**config.mk**
```make
export PLATFORM = sky130hd
export DESIGN_NAME = output_layer_writer
export DESIGN_NICKNAME = d
export VERILOG_FILES = /design/src/rtl/axi_pkg.sv /design/src/rtl/stream_fifo.sv /design/src/rtl/output_layer_writer.sv
export SDC_FILE = /design/constraint.sdc
export NUM_CORES = 1
export LEC_CHECK = 0
export CORE_UTILIZATION = 59
export DETAILED_ROUTE_END_ITERATION = 10
export PLACE_DENSITY_LB_ADDON = 0.05
export SLEW_MARGIN = 20
export SYNTH_ARGS = -nofsm -noshare
export SYNTH_HDL_FRONTEND = slang
export SYNTH_SLANG_ARGS = --single-unit
```
**constraint.sdc**
```tcl
create_clock -name clk -period 11.2 [get_ports clk]
set_input_delay 1.68 -clock clk [delete_from_list [all_inputs] [get_ports clk]]
set_output_delay 1.68 -clock clk [all_outputs]
set_load 0.005 [all_outputs]
```
**src/rtl/axi_pkg.sv**
```systemverilog
// Shared AXI4 constants and the writer FSM state encoding.
package axi_pkg;

   localparam logic [1:0] BURST_INCR    = 2'b01;
   localparam logic [2:0] SIZE_8B       = 3'b011;
   localparam logic [3:0] CACHE_DEFAULT = 4'b0011;
   localparam logic [1:0] RESP_OKAY     = 2'b00;

   typedef enum logic [2:0] {
      StIdle,
      StWait,
      StAddr,
      StData,
      StResp,
      StDone
   } wr_state_e;

endpackage

```
**src/rtl/stream_fifo.sv**
```systemverilog
// Show-ahead synchronous FIFO; a push and a pop in the same cycle are legal when full.
module stream_fifo #(
   parameter int unsigned WIDTH = 64,
   parameter int unsigned DEPTH = 16
) (
   input  logic                     clk,
   input  logic                     reset,
   input  logic                     push,
   input  logic                     pop,
   input  logic [WIDTH-1:0]         wdata,
   output logic [WIDTH-1:0]         rdata,
   output logic                     full,
   output logic                     empty,
   output logic [$clog2(DEPTH):0]   count
);

   localparam int unsigned AW = $clog2(DEPTH);

   logic [WIDTH-1:0] mem [DEPTH];
   logic [AW:0]      wptr, rptr;
   logic             do_push, do_pop;

   assign count   = wptr - rptr;
   assign empty   = (wptr == rptr);
   assign full    = (count == (AW+1)'(DEPTH));
   assign do_pop  = pop & ~empty;
   assign do_push = push & (~full | do_pop);
   assign rdata   = mem[rptr[AW-1:0]];

   always_ff @(posedge clk or posedge reset) begin
      if (reset) begin
         wptr <= '0;
         rptr <= '0;
      end else begin
         if (do_push) wptr <= wptr + 1'b1;
         if (do_pop)  rptr <= rptr + 1'b1;
      end
   end

   always_ff @(posedge clk) begin
      if (do_push) mem[wptr[AW-1:0]] <= wdata;
   end

endmodule

```
**src/rtl/output_layer_writer.sv**
```systemverilog
// AXI4 burst-write master: buffers a 64-bit result stream and writes it to DDR in
// INCR bursts, one burst outstanding at a time.
module output_layer_writer
   import axi_pkg::*;
#(
   parameter int unsigned C_S_AXI_ID_WIDTH   = 3,
   parameter int unsigned C_S_AXI_ADDR_WIDTH = 32,
   parameter int unsigned C_S_AXI_DATA_WIDTH = 64,
   parameter int unsigned C_S_AXI_BURST_LEN  = 8,
   parameter int unsigned FIFO_DEPTH         = 16
) (
   input  logic                            clk,
   input  logic                            reset,
   input  logic                            start,
   input  logic [C_S_AXI_ADDR_WIDTH-1:0]   axi_address,
   input  logic [15:0]                     total_beats,
   output logic                            busy,
   output logic                            done,
   output logic                            error,
   input  logic [C_S_AXI_DATA_WIDTH-1:0]   out_layer_data,
   input  logic                            out_layer_valid,
   output logic                            out_layer_rdy,
   output logic [C_S_AXI_ID_WIDTH-1:0]     M_axi_awid,
   output logic [C_S_AXI_ADDR_WIDTH-1:0]   M_axi_awaddr,
   output logic [7:0]                      M_axi_awlen,
   output logic [2:0]                      M_axi_awsize,
   output logic [1:0]                      M_axi_awburst,
   output logic                            M_axi_awlock,
   output logic [3:0]                      M_axi_awcache,
   output logic [2:0]                      M_axi_awprot,
   output logic [3:0]                      M_axi_awqos,
   output logic                            M_axi_awvalid,
   input  logic                            M_axi_awready,
   output logic [C_S_AXI_DATA_WIDTH-1:0]   M_axi_wdata,
   output logic [C_S_AXI_DATA_WIDTH/8-1:0] M_axi_wstrb,
   output logic                            M_axi_wlast,
   output logic                            M_axi_wvalid,
   input  logic                            M_axi_wready,
   input  logic [C_S_AXI_ID_WIDTH-1:0]     M_axi_bid,
   input  logic [1:0]                      M_axi_bresp,
   input  logic                            M_axi_bvalid,
   output logic                            M_axi_bready
);

   localparam int unsigned CNT_W = $clog2(FIFO_DEPTH) + 1;
   localparam int unsigned LEN_W = 5;

   wr_state_e                     state_q, state_d;
   logic [C_S_AXI_ADDR_WIDTH-1:0] addr_q;
   logic [15:0]                   beats_left, total_q, acc_q;
   logic [LEN_W-1:0]              burst_beats, wcnt, cur_len;
   logic                          busy_q, done_q, error_q, rdy_q;

   logic                          push, pop, aw_hs, b_hs, start_ok;
   logic                          fifo_full, fifo_empty;
   logic [CNT_W-1:0]              fifo_count, cnt_d;
   logic [15:0]                   acc_d, total_d;
   logic                          busy_d, rdy_d;
   logic                          aw_valid, w_valid, b_ready;
   logic [C_S_AXI_ID_WIDTH-1:0]   unused_bid;

   assign unused_bid = M_axi_bid;

   stream_fifo #(
      .WIDTH (C_S_AXI_DATA_WIDTH),
      .DEPTH (FIFO_DEPTH)
   ) u_fifo (
      .clk   (clk),
      .reset (reset),
      .push  (push),
      .pop   (pop),
      .wdata (out_layer_data),
      .rdata (M_axi_wdata),
      .full  (fifo_full),
      .empty (fifo_empty),
      .count (fifo_count)
   );

   assign start_ok = start & (state_q == StIdle);
   assign push     = out_layer_valid & rdy_q;
   assign pop      = w_valid & M_axi_wready;
   assign aw_hs    = aw_valid & M_axi_awready;
   assign b_hs     = b_ready & M_axi_bvalid;
   assign cur_len  = (beats_left < 16'(C_S_AXI_BURST_LEN)) ? beats_left[LEN_W-1:0]
                                                            : LEN_W'(C_S_AXI_BURST_LEN);

   always_comb begin
      state_d  = state_q;
      aw_valid = 1'b0;
      w_valid  = 1'b0;
      b_ready  = 1'b0;
      case (state_q)
         StIdle: if (start_ok) state_d = (total_beats == 16'd0) ? StDone : StWait;
         StWait: if (16'(fifo_count) >= 16'(cur_len)) state_d = StAddr;
         StAddr: begin
            aw_valid = 1'b1;
            if (M_axi_awready) state_d = StData;
         end
         StData: begin
            w_valid = ~fifo_empty;
            if (pop && M_axi_wlast) state_d = StResp;
         end
         StResp: begin
            b_ready = 1'b1;
            if (M_axi_bvalid) state_d = (beats_left != 16'd0) ? StWait : StDone;
         end
         StDone:  state_d = StIdle;
         default: state_d = StIdle;
      endcase
   end

   // Stream ready is registered, so it is computed from next-cycle occupancy and counts.
   always_comb begin
      cnt_d   = fifo_count + CNT_W'(push) - CNT_W'(pop);
      acc_d   = start_ok ? 16'd0 : acc_q + 16'(push);
      total_d = start_ok ? total_beats : total_q;
      busy_d  = start_ok ? 1'b1 : ((state_q == StDone) ? 1'b0 : busy_q);
      rdy_d   = busy_d && (cnt_d < CNT_W'(FIFO_DEPTH)) && (acc_d < total_d);
   end

   always_ff @(posedge clk or posedge reset) begin
      if (reset) begin
         state_q     <= StIdle;
         addr_q      <= '0;
         beats_left  <= '0;
         total_q     <= '0;
         acc_q       <= '0;
         burst_beats <= '0;
         wcnt        <= '0;
         busy_q      <= 1'b0;
         done_q      <= 1'b0;
         error_q     <= 1'b0;
         rdy_q       <= 1'b0;
      end else begin
         state_q <= state_d;
         acc_q   <= acc_d;
         total_q <= total_d;
         busy_q  <= busy_d;
         rdy_q   <= rdy_d;
         done_q  <= (state_q == StDone);
         if (start_ok) begin
            addr_q     <= axi_address;
            beats_left <= total_beats;
            error_q    <= 1'b0;
         end
         if (state_q == StWait && state_d == StAddr) burst_beats <= cur_len;
         if (aw_hs) begin
            addr_q     <= addr_q + C_S_AXI_ADDR_WIDTH'({burst_beats, 3'b000});
            beats_left <= beats_left - 16'(burst_beats);
            wcnt       <= '0;
         end else if (pop) begin
            wcnt <= wcnt + 1'b1;
         end
         if (b_hs && M_axi_bresp != RESP_OKAY) error_q <= 1'b1;
      end
   end

   assign busy          = busy_q;
   assign done          = done_q;
   assign error         = error_q;
   assign out_layer_rdy = rdy_q;

   assign M_axi_awid    = '0;
   assign M_axi_awaddr  = addr_q;
   assign M_axi_awlen   = 8'(burst_beats - 1'b1);
   assign M_axi_awsize  = SIZE_8B;
   assign M_axi_awburst = BURST_INCR;
   assign M_axi_awlock  = 1'b0;
   assign M_axi_awcache = CACHE_DEFAULT;
   assign M_axi_awprot  = 3'b000;
   assign M_axi_awqos   = 4'b0000;
   assign M_axi_awvalid = aw_valid;
   assign M_axi_wstrb   = '1;
   assign M_axi_wlast   = (wcnt == burst_beats - 1'b1);
   assign M_axi_wvalid  = w_valid;
   assign M_axi_bready  = b_ready;

endmodule

```
# After elaboration in Yosys (flattened, before gate mapping)

Memories as Yosys holds them, arrays and structs flattened.
Cells that the tools add are included.

Bits in registers: 107
Latch bits: 0
Memory bits (writable): 1024
Memory bits (read-only): 0
Bits of input ports: 124
Output and inout bits: 140
Word-level logic and storage cells: 86
Memories kept: 1

Add/subtract/negate cells: 11
Multipliers: 0
Div/mod/pow operators: 0
Magnitude comparators: 4
Equal/unequal tests: 9
Shift operators: 0
Mux-type cells: 26
Bitwise gates (word level): 10
Reductions and logical operators: 12

Memory list:

| memory     | words | width | read ports | clocked after Yosys merged registers in | write ports | line              | source |
|---|---|---|---|---|---|---|---|
| u_fifo.mem | 16    | 64    | 1          | 0                                       | 1           | stream_fifo.sv:19 | `logic [WIDTH-1:0] mem [DEPTH];` |

Operators with widths:

| operator            | number |
|---|---|
| $mux 16             | 4 |
| $mux 32             | 2 |
| $add 32x8->32       | 1 |
| $mux 3              | 7 |
| $add 16x1->16       | 1 |
| $logic_not 16->1    | 1 |
| $lt 16x16->1        | 1 |
| $lt 16x4->1 const B | 1 |
| $reduce_bool 16->1  | 1 |
| $sub 16x5->16       | 1 |
| $add 5x1->5 const B | 3 |
| $mux 5              | 3 |
| $pmux 3 s5          | 1 |
| $eq 5x5->1          | 2 |
| $eq 3x2->1 const B  | 3 |
| $mux 1              | 9 |
| $reduce_bool 2->1   | 4 |
| $and 1x1->1         | 7 |
| $eq 3x3->1 const B  | 2 |
| $sub 5x1->6 const B | 1 |
| $add 5x1->5         | 1 |
| $eq 5x5->1 const B  | 1 |
| $ge 5x5->1          | 1 |
| $logic_and 1x1->1   | 5 |
| 8 further kinds     | 9 |

# Logic depth before layout (Yosys ltp)

Word-level depth: 9
Mapped depth: 17
Mapped depth without buffers: 14

# By module

Synthesis repeated with hierarchy kept, for this count alone.

Cells, all modules: 2522
Area, all modules: 45735.1 um^2

Modules (own cells, without submodules):

| module              | instances | cells each | area an instance (um^2) | sequential area each (um^2) |
|---|---|---|---|---|
| stream_fifo         | 1         | 1856       | 39670.5                 | 30999.7 |
| output_layer_writer | 1         | 666        | 6064.6                  | 2427.3 |

# Least setup slack after synthesis

Ideal clock, no wire load.

Kind: reg2reg
Start: register u_fifo.rptr[1]
End: memory u_fifo.mem[3][0], enable pin
Setup time: 0.564 ns
Data arrival time: 7.401 ns
Data required time: 10.636 ns
Path slack: 3.235 ns
Stages on the path, launching flop included: 16
Buffers on the path: 3
Clock period less this slack: 7.965 ns
Cells stage by stage: dfrtp_1 > clkbuf_1 > buf_1 > buf_1 > inv_1 > ha_1 > a21o_1 > a31oi_1 > xnor2_1 > inv_1 > ha_1 > nand2_1 > nor3_1 > a21boi_1 > nand2_1 > nor3_1

Longest elaborated chain between the ends: 9
Elaborated cells between the ends (all ways): 12
Classes of those cells: add/sub (1); eq/ne (2); mux (3); bitwise (6)

RTL lines:

| what                                                | line              | source |
|---|---|---|
| from (decl)                                         | stream_fifo.sv:20 | `logic [AW:0] wptr, rptr;` |
| from (signal assigned)                              | stream_fifo.sv:36 | `if (do_pop) rptr <= rptr + 1'b1;` |
| branches (longest 5 deep; another with $sub 5x5->5) | -                 |  |
| $or 1x1->1 *                                        | stream_fifo.sv:27 | `assign do_push = push & (~full \| do_pop);` |
| $and 1x1->1 *                                       | stream_fifo.sv:27 |  |
| $mux 1 *                                            | stream_fifo.sv:41 | `if (do_push) mem[wptr[AW-1:0]] <= wdata;` |
| $mux 1 (not written as such) *                      | stream_fifo.sv:41 |  |
| to (decl)                                           | stream_fifo.sv:19 |  |

Every way passes the cells marked *.

# Worst setup path in the final report

Start: register u_fifo.rptr[0]
End: output port M_axi_wdata[19]

Longest elaborated chain between the ends: 1

RTL lines:

| what          | line                      | source |
|---|---|---|
| $mem_v2 16x64 | -                         |  |
| to (decl)     | output_layer_writer.sv:34 | `output logic [C_S_AXI_DATA_WIDTH-1:0] M_axi_wdata,` |

No other way between the ends.

==> results.tsv <==
stage	metric	value	unit
drt	route.detailed.drc	0	
logic_synthesis	synth.yosys.seq_area_share	74.2	%
cts	cts_buffers	114	
cts	tritoncts	yes	
power_and_ir_drop	internal_power	9300	uW
power_and_ir_drop	switchingPower	3710	uW
logic_synthesis	syn_area_per_cell	20.7	sq um
logic_synthesis	synth-seq-cells	1131	
timing	timing.final.crit_share	56.0	%
logic_synthesis	yosysTopAreaCell	edfxtp_1	
floorplanning	placementRows	100	
min_path	holdCritPathClass	register to register	
cts	hold_buffers	0	
floorplanning	die_height	278	um
logic_synthesis	synth_most_common_cell	edfxtp_1	
timing	fmax	159	MHz
timing	transition_at_the_pin_with_the_smallest_max_transition_slack	1.11	ns
global_route	grt_start_max_net_pins	165	
drt	drt-total-wl	96.8	mm
timing	slew_headroom	25.6	%
drt	antenna_left	0	
setup_path	critPathCaptureType	primary output	
logic_synthesis	synth_top_flop_cell	edfxtp_1	
cts	cts-htree-levels	3	
cts	post_cts.resized_instances	0	
power_and_ir_drop	pwr-share-seq	40.7	%
logic_synthesis	synth.distinct_cells	64	
drt	drt-wirelength-per-cell	27.4	um
power_and_ir_drop	comb_power_share	30.9	%
timing	unrepaired_setup_endpoints_after_global_routing	false	
logic_synthesis	ys_top_cells_by_area	edfxtp_1, mux4_2, dfrtp_1	
final_layout	drive_above_1_share	21.4	%
drt	num_vias	22100	
timing	timing_max_transition_violations_final	0	
final_layout	utilization	69.5	%
global_route	antenna_found_initial	11	
logic_synthesis	count_of_flip_flops_with_a_built_in_enable_after_synthesis	1024	
cts	max-clock-path-buffers	3	
power_and_ir_drop	share_clk_of_total_power	28.4	%
final_layout	layout.area.seq	33400	sq um
final_layout	total_area_of_multi_input_combinational_cells	11000	sq um
timing	setup_tns	0	ns
cts	cts_setup_buffers	0	
floorplanning	core_area	75100	sq um
global_route	grt_pass1_wl	146	mm
global_route	gr-usage-all-layers	25.6	%
floorplanning	initial_utilization	60.0	%
drt	number_of_violations_reported_at_the_end_of_detailed_routing_iteration_0	2150	
timing	hold_violations	0	
global_route	grt_pass1_vias	23100	
final_layout	area_overhead_of_the_layout_relative_to_synthesis	15.7	%
logic_synthesis	netlist.area_leader.share	68.2	%
setup_path	critPathRequiredTime	9.52	ns
logic_synthesis	yosys_warnings	0	
placement	placement.io_buffers	232	
timing	timing.final.setup_violations	0	
logic_synthesis	cell_area_after_synthesis	45100	sq um
final_layout	final_nets	2635	
power_and_ir_drop	power.density_cell_area	249	nW/um^2
cts	insertion_delay	0.68	ns
setup_path	crit_fanout	42	
run_status	run_status	finished clean	
setup_path	arrival	4.59	ns
power_and_ir_drop	power_leakage	0.0172	uW
logic_synthesis	postSynthCellCount	2181	
setup_path	cp-start-kind	register	
timing	final_period_minus_worst_setup_slack	6.27	ns
logic_synthesis	synth_commonest_cells	edfxtp_1, mux4_2, dfrtp_1, nand2_1, nor2_1	
drt	via_per_inst	6.26	
timing	worst_setup_skew_after_layout	0.0239	ns
global_route	grt.overflow.total	0	
flow_run	cap_viol_max_count	0	
setup_path	worst-setup-path-type	register to primary output	
power_and_ir_drop	switching_share	28.5	%
floorplanning	dieArea	77500	sq um
drt	first_pass_iters	5	
cts	worst_setup_hold_path_clk_slew	0.05	ns
cts	numClockSinks	1131	
final_layout	filler_cell_count	4682	
power_and_ir_drop	power.ir.vdd_worst	0.246	mV
logic_synthesis	async_reset_ff_share	9.46	%
floorplanning	die_x	278	um
floorplanning	num_io_pins	264	
cts	cts_root_buffer	clkbuf_16	
placement	place.detailed.hpwl	49.8	mm
placement	gpl.final_weighted_congestion	0.835	
## worst max-delay path: stages, from the launching register on
cell             delay [ns]
dfrtp_4                0.69
buf_4                  0.74
buf_4                  0.79
mux4_2                 0.62
mux4_2                 0.53
clkdlybuf4s50_1        0.47
## kinds of logic after synthesis
family,Yosys count,synth area share (%)
AOI/OAI and AO/OA,128,2.02
xor gates and xnor gates,42,0.816
adders and majority gates,51,1.47
buffers and inverters,183,1.87
DFF,1131,74.2
muxes,326,16.1
other,2,0.0167
and+or+nand+nor,318,3.52
## final cells by class
cell class / count / area share, %
flip-flops and latches: 1131 / 64.1
multi-input cells: 894 / 21.1
clock buffers: 142 / 5.75
repair buffers: 269 / 5.09
well taps: 969 / 2.32
clock inverters: 70 / 1.23
inverters: 50 / 0.369
diodes: 3 / 0.0144
## final timing paths
kind	start	end	slack [ns]	depth (start not counted)
min in group asynchronous	reset	done	1.40	2
max in group asynchronous	reset	beats_left[11]	8.52	3
worst max register to register	u_fifo.rptr[1]	u_fifo.mem[4][10]	5.66	13
worst min register to register	u_fifo.wptr[4]	u_fifo.wptr[4]	0.49	1
worst max-delay path	u_fifo.rptr[0]	M_axi_wdata[19]	4.93	5
worst min-delay path	u_fifo.wptr[4]	u_fifo.wptr[4]	0.49	1
## power by group through the flow
stage | clock (uW) | combinational, uW | sequential, uW
global placement | 0 | 4000 | 5350
global route | 3900 | 4350 | 5330
detailed placement | 0 | 4070 | 5380
finish | 3690 | 4020 | 5300
floorplan | 0 | 2640 | 5250
CTS | 3750 | 4100 | 5300
## stage by stage
stage                     std cells  worst slack, ns  area [sq um]  power (uW)  hold slack [ns]
after floorplan                2208             3.23         45200        7900            0.439
after global placement         3311             5.15         48500        9350            0.458
after detailed placement       3311             5.09         48500        9450            0.472
after CTS                      3523             4.76         52100       13100            0.485
after global routing           3528             4.60         52200       13600            0.505
final                          3528             4.93         52200       13000            0.485
## sequential cells by signal, indices dropped and copies added, names as in the netlist
| signal | flops |
|---|---|
| u_fifo.mem | 1024 |
| M_axi_awaddr | 32 |
| acc_q | 16 |
| beats_left | 16 |
| total_q | 16 |
| burst_beats | 5 |
| u_fifo.rptr | 5 |
| u_fifo.wptr | 5 |
| wcnt | 5 |
| state_q | 3 |
| busy | 1 |
| done | 1 |
| error | 1 |
| out_layer_rdy | 1 |
## metal layers
metal | vias to the layer above | wire length, um | track usage [%]
met5 | - | 86 | 0
met4 | 16 | 2220 | 7.54
met3 | 147 | 6010 | 4.63
met2 | 715 | 49100 | 41.9
met1 | 11700 | 39400 | 35.9
li1 | 9499 | - | -
## cells in the final DEF, fill, tap and decap left out, types with 9 or more instances in the layout
master,count
edfxtp_1,1024
mux4_2,320
clkdlybuf4s50_1,232
clkbuf_16,116
dfrtp_1,104
nand2_1,98
nor2_1,49
inv_1,48
ha_1,48
buf_4,33
conb_1,29
clkinv_1,28
nand3_1,26
clkbuf_1,26
xor2_1,25
and2_1,24
clkinv_2,23
o211ai_1,22
nor3_1,21
a21oi_1,20
nand4_1,19
o21ai_0,18
xnor2_1,17
nor2_4,12
o311ai_0,11
bufinv_16,11
and3_1,9
Power figures use the tool's default switching activity.
